===== config.mk =====
export PLATFORM = sky130hd
export DESIGN_NAME = multi_cycle_adder
export DESIGN_NICKNAME = d
export VERILOG_FILES = /design/src/rtl/multi_cycle_adder.sv
export SDC_FILE = /design/constraint.sdc
export NUM_CORES = 1
export LEC_CHECK = 0
export CORE_ASPECT_RATIO = 0.75
export CORE_UTILIZATION = 39
export DETAILED_ROUTE_END_ITERATION = 10
export GPL_TIMING_DRIVEN = 0
export REMOVE_ABC_BUFFERS = 1
export SLEW_MARGIN = 20
export SYNTH_ARGS = -nofsm -noshare
export SYNTH_HDL_FRONTEND = slang
export SYNTH_SLANG_ARGS = --single-unit

===== constraint.sdc =====
create_clock -name clk -period 1.9 [get_ports clk]
set_input_delay 0.475 -clock clk [delete_from_list [all_inputs] [get_ports clk]]
set_output_delay 0.475 -clock clk [all_outputs]
set_load 0.02 [all_outputs]

===== src/rtl/multi_cycle_adder.sv =====
`default_nettype none
// ============================================================================
//  Module      : multi_cycle_adder
//  Description : WIDTH-bit adder that adds SLICE bits per clock through one
//                ripple slice, with a start/busy/done handshake.
//  Revision    : 1.0 - initial release
// ============================================================================
module multi_cycle_adder #(
   parameter int WIDTH = 8,
   parameter int SLICE = 1
) (
   input  logic             clk,
   input  logic             rst,
   input  logic             start,
   input  logic [WIDTH-1:0] a,
   input  logic [WIDTH-1:0] b,
   input  logic             c_in,
   output logic             busy,
   output logic             done,
   output logic [WIDTH-1:0] s_out,
   output logic             c_out,
   output logic             overflow
);

   localparam int c_n_slices = WIDTH / SLICE;
   localparam int c_idx_w    = $clog2(c_n_slices + 1);
   localparam logic [c_idx_w-1:0] c_last_idx = c_idx_w'(c_n_slices - 1);
   localparam logic [c_idx_w-1:0] c_idx_one  = c_idx_w'(1);

   generate
      if (WIDTH < 1 || SLICE < 1 || (WIDTH % SLICE) != 0) begin : g_bad_params
         $error("multi_cycle_adder: SLICE must be >= 1 and divide WIDTH");
      end
   endgenerate

   typedef enum logic [1:0] {
      ST_IDLE = 2'd0,
      ST_RUN  = 2'd1,
      ST_DONE = 2'd2
   } state_t;

   state_t             r_state;
   logic [WIDTH-1:0]   r_a;
   logic [WIDTH-1:0]   r_b;
   logic [WIDTH-1:0]   r_sum;
   logic               r_carry;
   logic [c_idx_w-1:0] r_idx;

   logic [SLICE:0]     w_c;
   logic [SLICE-1:0]   w_s;
   logic [WIDTH-1:0]   w_s_ext;
   logic [WIDTH-1:0]   w_sum_next;

   // Operands shift right each RUN cycle, so the active slice is always bits [SLICE-1:0].
   assign w_c[0] = r_carry;

   genvar gi;
   generate
      for (gi = 0; gi < SLICE; gi++) begin : g_ripple
         assign w_s[gi]   = r_a[gi] ^ r_b[gi] ^ w_c[gi];
         assign w_c[gi+1] = (r_a[gi] & r_b[gi]) | (w_c[gi] & (r_a[gi] ^ r_b[gi]));
      end
   endgenerate

   always_comb begin
      w_s_ext             = '0;
      w_s_ext[SLICE-1:0]  = w_s;
   end

   // Sum bits enter at the top and shift down, landing in place after the last slice.
   assign w_sum_next = (r_sum >> SLICE) | (w_s_ext << (WIDTH - SLICE));

   always_ff @(posedge clk or posedge rst) begin
      if (rst) begin
         r_state  <= ST_IDLE;
         r_a      <= '0;
         r_b      <= '0;
         r_sum    <= '0;
         r_carry  <= 1'b0;
         r_idx    <= '0;
         busy     <= 1'b0;
         done     <= 1'b0;
         s_out    <= '0;
         c_out    <= 1'b0;
         overflow <= 1'b0;
      end else begin
         done <= 1'b0;
         case (r_state)
            ST_IDLE, ST_DONE: begin
               if (start) begin
                  r_a     <= a;
                  r_b     <= b;
                  r_carry <= c_in;
                  r_idx   <= '0;
                  busy    <= 1'b1;
                  r_state <= ST_RUN;
               end else begin
                  busy    <= 1'b0;
                  r_state <= ST_IDLE;
               end
            end
            ST_RUN: begin
               r_a     <= r_a >> SLICE;
               r_b     <= r_b >> SLICE;
               r_sum   <= w_sum_next;
               r_carry <= w_c[SLICE];
               r_idx   <= r_idx + c_idx_one;
               if (r_idx == c_last_idx) begin
                  busy     <= 1'b0;
                  done     <= 1'b1;
                  s_out    <= w_sum_next;
                  c_out    <= w_c[SLICE];
                  overflow <= w_c[SLICE] ^ w_c[SLICE-1];
                  r_state  <= ST_DONE;
               end
            end
            default: begin
               busy    <= 1'b0;
               r_state <= ST_IDLE;
            end
         endcase
      end
   end

endmodule
`default_nettype wire


# Word level (Yosys, flattened, before mapping)

Index checks and enable logic that the tools add are counted.

Bits in registers: 43
Input bits: 20
Output and inout port bits: 12

$add $sub $neg: 1
Equality and inequality tests: 5
Muxes and demuxes: 16
Bitwise logic cells: 7
Reductions and logical operators: 5

Operators with widths:

| kind                                           | count |
|---|---|
| one-hot mux 8 bit (2 select lines)             | 2 |
| two-way mux 8 bit                              | 2 |
| OR 7 x 8 -> 8 bit                              | 1 |
| one-hot mux 4 bit (2 select lines)             | 1 |
| two-way mux 1 bit                              | 6 |
| adder 4 x 1 -> 4 bit (second input constant)   | 1 |
| == test 4 x 3 -> 1 bit (second input constant) | 1 |
| two-way mux 4 bit                              | 1 |
| != test 2 bit (second input constant)          | 2 |
| one-hot mux 1 bit (2 select lines)             | 2 |
| one-hot mux 2 bit (2 select lines)             | 1 |
| AND reduction 2 bit                            | 2 |
| XOR 1 bit                                      | 3 |
| bitwise AND 1 bit                              | 2 |
| == test 2 x 1 -> 1 bit (second input constant) | 1 |
| == test 2 bit (second input constant)          | 1 |
| logical NOT 2 bit                              | 1 |
| two-way mux 2 bit                              | 1 |
| nonzero test 2 bit                             | 1 |
| OR reduction 2 bit                             | 1 |
| OR 1 bit                                       | 1 |

# Longest topological paths before layout

Word-level depth: 4
Depth in mapped cells: 5
Mapped depth without buffers: 4

# Worst setup path before layout

No wires, ideal clock.

Path kind: register to register
From: register r_idx[0]
To: register c_out
Library setup time: 0.125 ns
Arrival: 1.384 ns
Data required time: 1.775 ns
Slack: 0.392 ns
Stages on the path, launching flop included: 6
Buffers on the path: 1
Clock period less this slack: 1.508 ns
Path through: dfrtp_1 -> ha_1 -> nand3b_4 -> nor3b_2 -> buf_6 -> mux2_2

Longest elaborated chain between the ends: 2

RTL lines:

| element                       | line | RTL |
|---|---|---|
| start, declared               | 47   | `logic [c_idx_w-1:0] r_idx;` |
| start signal, assigned        | 107  | `r_idx <= r_idx + c_idx_one;` |
| == test 4 x 3 -> 1 bit        | 108  | `if (r_idx == c_last_idx) begin` |
| AND reduction 2 bit (no line) | n/a  |  |
| end signal, assigned          | 112  | `c_out <= w_c[SLICE];` |
| end, declared                 | 21   | `output logic c_out,` |

Every way passes these cells.
A chain may end at the register's enable or synchronous reset.

# Worst setup path after layout

From: register s_out[1]
To: output s_out[1]

RTL lines:

| element                | line | RTL |
|---|---|---|
| start, declared        | 20   | `output logic [WIDTH-1:0] s_out,` |
| start signal, assigned | 111  | `s_out <= w_sum_next;` |

No word-level cell between the ends.

==> flow_metrics.py <==
metrics = {
    "finish": {
        "syn_to_final_growth_pct": 29.61,
        "fin_nets": 175,
        "final_cell_mix": "42 x dfrtp_1, 31 x clkdlybuf4s50_1, 18 x a22o_1, 18 x mux2_2, 15 x a21o_1",
        "multi_input_area_um2": 676.9,
        "fillers": 342,
        "seqCellArea_um2": 1051,
        "final_core_util_pct": 54.52,
        "drive_gt1_share_pct": 25.97,
        "diodes": 0,
        "final_common_cell": "dfrtp_1",
        "postLayoutCellArea_um2": 2278,
    },
    "timing": {
        "rsz0062_at_grt": "no",
        "tightestPinTransition_ns": 0.6500,
        "fin_worst_skew_ns": 0.005239,
        "setup_tns_ns": 0,
        "worst_slew_margin_rel_pct": 56.47,
        "worst_slack_ns": 0.1785,
        "min_period_ns": 1.721,
        "setup_viol_count_final": 0,
        "fin_crit_sh_pct": 90.60,
        "maxSlewViolCount": 0,
        "finalHoldViolations": 0,
        "clock.fmax_ghz": 0.5809,
    },
    "route": {
        "drcViolationCount": 0,
        "first_iter_violations": 57,
        "drtAntennaViolNets": 0,
        "totalWireLength_um": 3052,
        "vias_per_cell": 5.067,
        "vias": 1059,
        "dr.pass1.iters": 4,
        "wire_per_inst_um": 14.60,
    },
    "critical_path": {
        "rrSetupSlack_ns": 0.28,
        "cp-start-kind": "register",
        "cp.arrival_ns": 1.25,
        "timing.critical_path.buf_inv": 1,
        "r2r_end": "s_out[7]",
        "critPathMaxFanout": 2,
        "r2r_cells": 5,
        "worstSetupPathType": "reg -> out",
        "crit_slowest_cell": "clkdlybuf4s50_1",
        "cp.required_ns": 1.42,
        "endpoint_kind": "primary output",
        "cpPeakStageDelay_ns": 0.60,
        "reg2reg_from": "r_idx[0]",
        "crit_family": "buffers and inverters",
        "cp_cell_sequence": "clkdlybuf4s50_1",
    },
    "cts": {
        "clkSinkCount": 42,
        "tritoncts": "done",
        "clk_latency_ns": 0.28,
        "clk_path_buf_depth": 2,
        "cts_root_buf": "clkbuf_8",
        "cts_buffers": 5,
        "htree_levels": 2,
        "postCtsHoldBufs": 0,
        "clk_pin_slew_ns": 0.08,
    },
    "place": {
        "gp_congestion": 0.6764,
        "dp_hpwl_um": 2004,
        "numPortBuffers": 31,
        "dp_worst_setup_slack_ns": -0.3160,
        "placed_area_um2": 2125,
    },
    "grt": {
        "grt_pass1_vias": 1110,
        "grt_pass1_wl_um": 5285,
        "antenna_found_initial": 0,
        "grt_use_total_pct": 14.70,
        "grt_max_degree": 23,
        "overflow": 0,
    },
    "floorplanning": {
        "num_rows": 20,
        "initial_core_util_pct": 42.07,
        "fp.dieArea_um2": 4783,
        "die_y_um": 60.15,
        "coreArea_um2": 4179,
        "design.portCount": 32,
        "dieWidth_um": 79.53,
    },
    "synth": {
        "syn-cell-area_um2": 1758,
        "synth.avg_cell_area_um2": 14.90,
        "ys_ff_latch": 42,
        "yosys_warnings": 0,
        "syn_inst": 118,
        "ys_seq_area_share_pct": 59.79,
        "ys_types": 23,
    },
    "pwr": {
        "p_total_uw": 3873,
        "power-per-cell-area_nw_per_um2": 1700,
        "clkPwrFrac_pct": 17.5,
        "intPower_uw": 2613,
        "switchingPower_uw": 1260,
        "seqPwrFrac_pct": 40.8,
        "power_leakage_uw": 0.001110,
        "ir_drop_v": 0.0007032,
        "switching_share_pct": 32.53,
        "p_comb_share_pct": 41.6,
    },
    "worst_hold_path": {
        "hold_path_class": "reg -> reg",
        "min_path_cells": 1,
        "hp-start": "r_b[5]",
        "hold_end": "r_b[5]",
    },
    "run": {
        "drv_cap": 0,
    },
    "outcome": {
        "status": "completed",
    },
}
## power by group through the flow
stage                     clock network [µW]  logic, µW  registers [µW]
final                                    679       1610            1580
after global routing                     739       1760            1640
after CTS                                703       1610            1580
after detailed placement                   0       1580            1580
after global placement                     0       1520            1560
after floorplan                            0        970            1660
## synth_stat cells
cell	count	share of area (%)
nor3b_2	1	0.71
nor2b_1	1	0.36
a21o_1	15	6.4
fa_1	1	1.1
nor3b_1	1	0.43
nor2b_4	1	0.78
dfrtp_1	42	60
buf_2	4	1.1
inv_1	1	0.21
a22o_2	1	0.57
a31o_2	1	0.50
nand3b_4	1	1.1
mux2_2	18	12
ha_1	1	0.71
xor2_1	1	0.50
mux2i_1	2	1.1
and2b_2	1	0.50
a21o_2	1	0.50
nand2b_1	1	0.36
buf_6	3	1.9
nor2_2	1	0.36
nand4_1	1	0.36
a22o_1	18	9.0
## stage by stage
stage / cells / hold slack, ns
final: 209 / 0.4800
after global routing: 209 / 0.5013
after detailed placement: 199 / 0.4655
after floorplan: 111 / 0.4468
after CTS: 208 / 0.4839
after global placement: 197 / 0.4590
## worst max-delay path by stage
stage,startpoint,to,depth (start not counted)
5_1_grt,s_out[6],s_out[6],1
6_report,s_out[1],s_out[1],1
3_3_place_gp,start,r_idx[0],4
3_5_place_dp,start,r_idx[0],5
4_1_cts,r_idx[0],s_out[7],4
2_1_floorplan,start,r_idx[0],3
## layout make-up
| class | count | area share (%) |
|---|---|---|
| clock buffer | 5 | 3.020 |
| clock inverter | 3 | 1.757 |
| inverter | 1 | 0.1647 |
| multi-input combinational | 69 | 29.71 |
| sequential | 42 | 46.13 |
| tap | 55 | 3.020 |
| timing repair buffer | 34 | 16.20 |
## per-layer routing
layer	track usage, %	vias up	wire, µm
li1	-	508	-
met1	20.19	529	1535
met2	22.22	20	1389
met3	4.122	2	108
met4	5.455	0	19
met5	0	-	0
## registers in the layout, indices dropped and copies added (netlist names)
name / count
r_a: 8
r_b: 8
s_out: 8
r_sum: 7
r_idx: 4
r_state: 2
busy: 1
c_out: 1
done: 1
overflow: 1
r_carry: 1
## logic make-up after synthesis
kind of cell / synth area share [%]
compound gates: 16.94
buf+inv: 3.274
fa+ha+maj: 1.850
xor+xnor: 0.4983
simple gates: 4.983
flops: 59.79
mux: 12.67
## what timing repair did
action                     in CTS  in global routing
setup buffers                   0                  1
setup endpoints to repair      11                 11
pin swaps                       0                  1
gates cloned                    1                  0
resized for setup               2                  1
hold endpoints to repair        0                  0
Power figures use the tool's default switching activity.
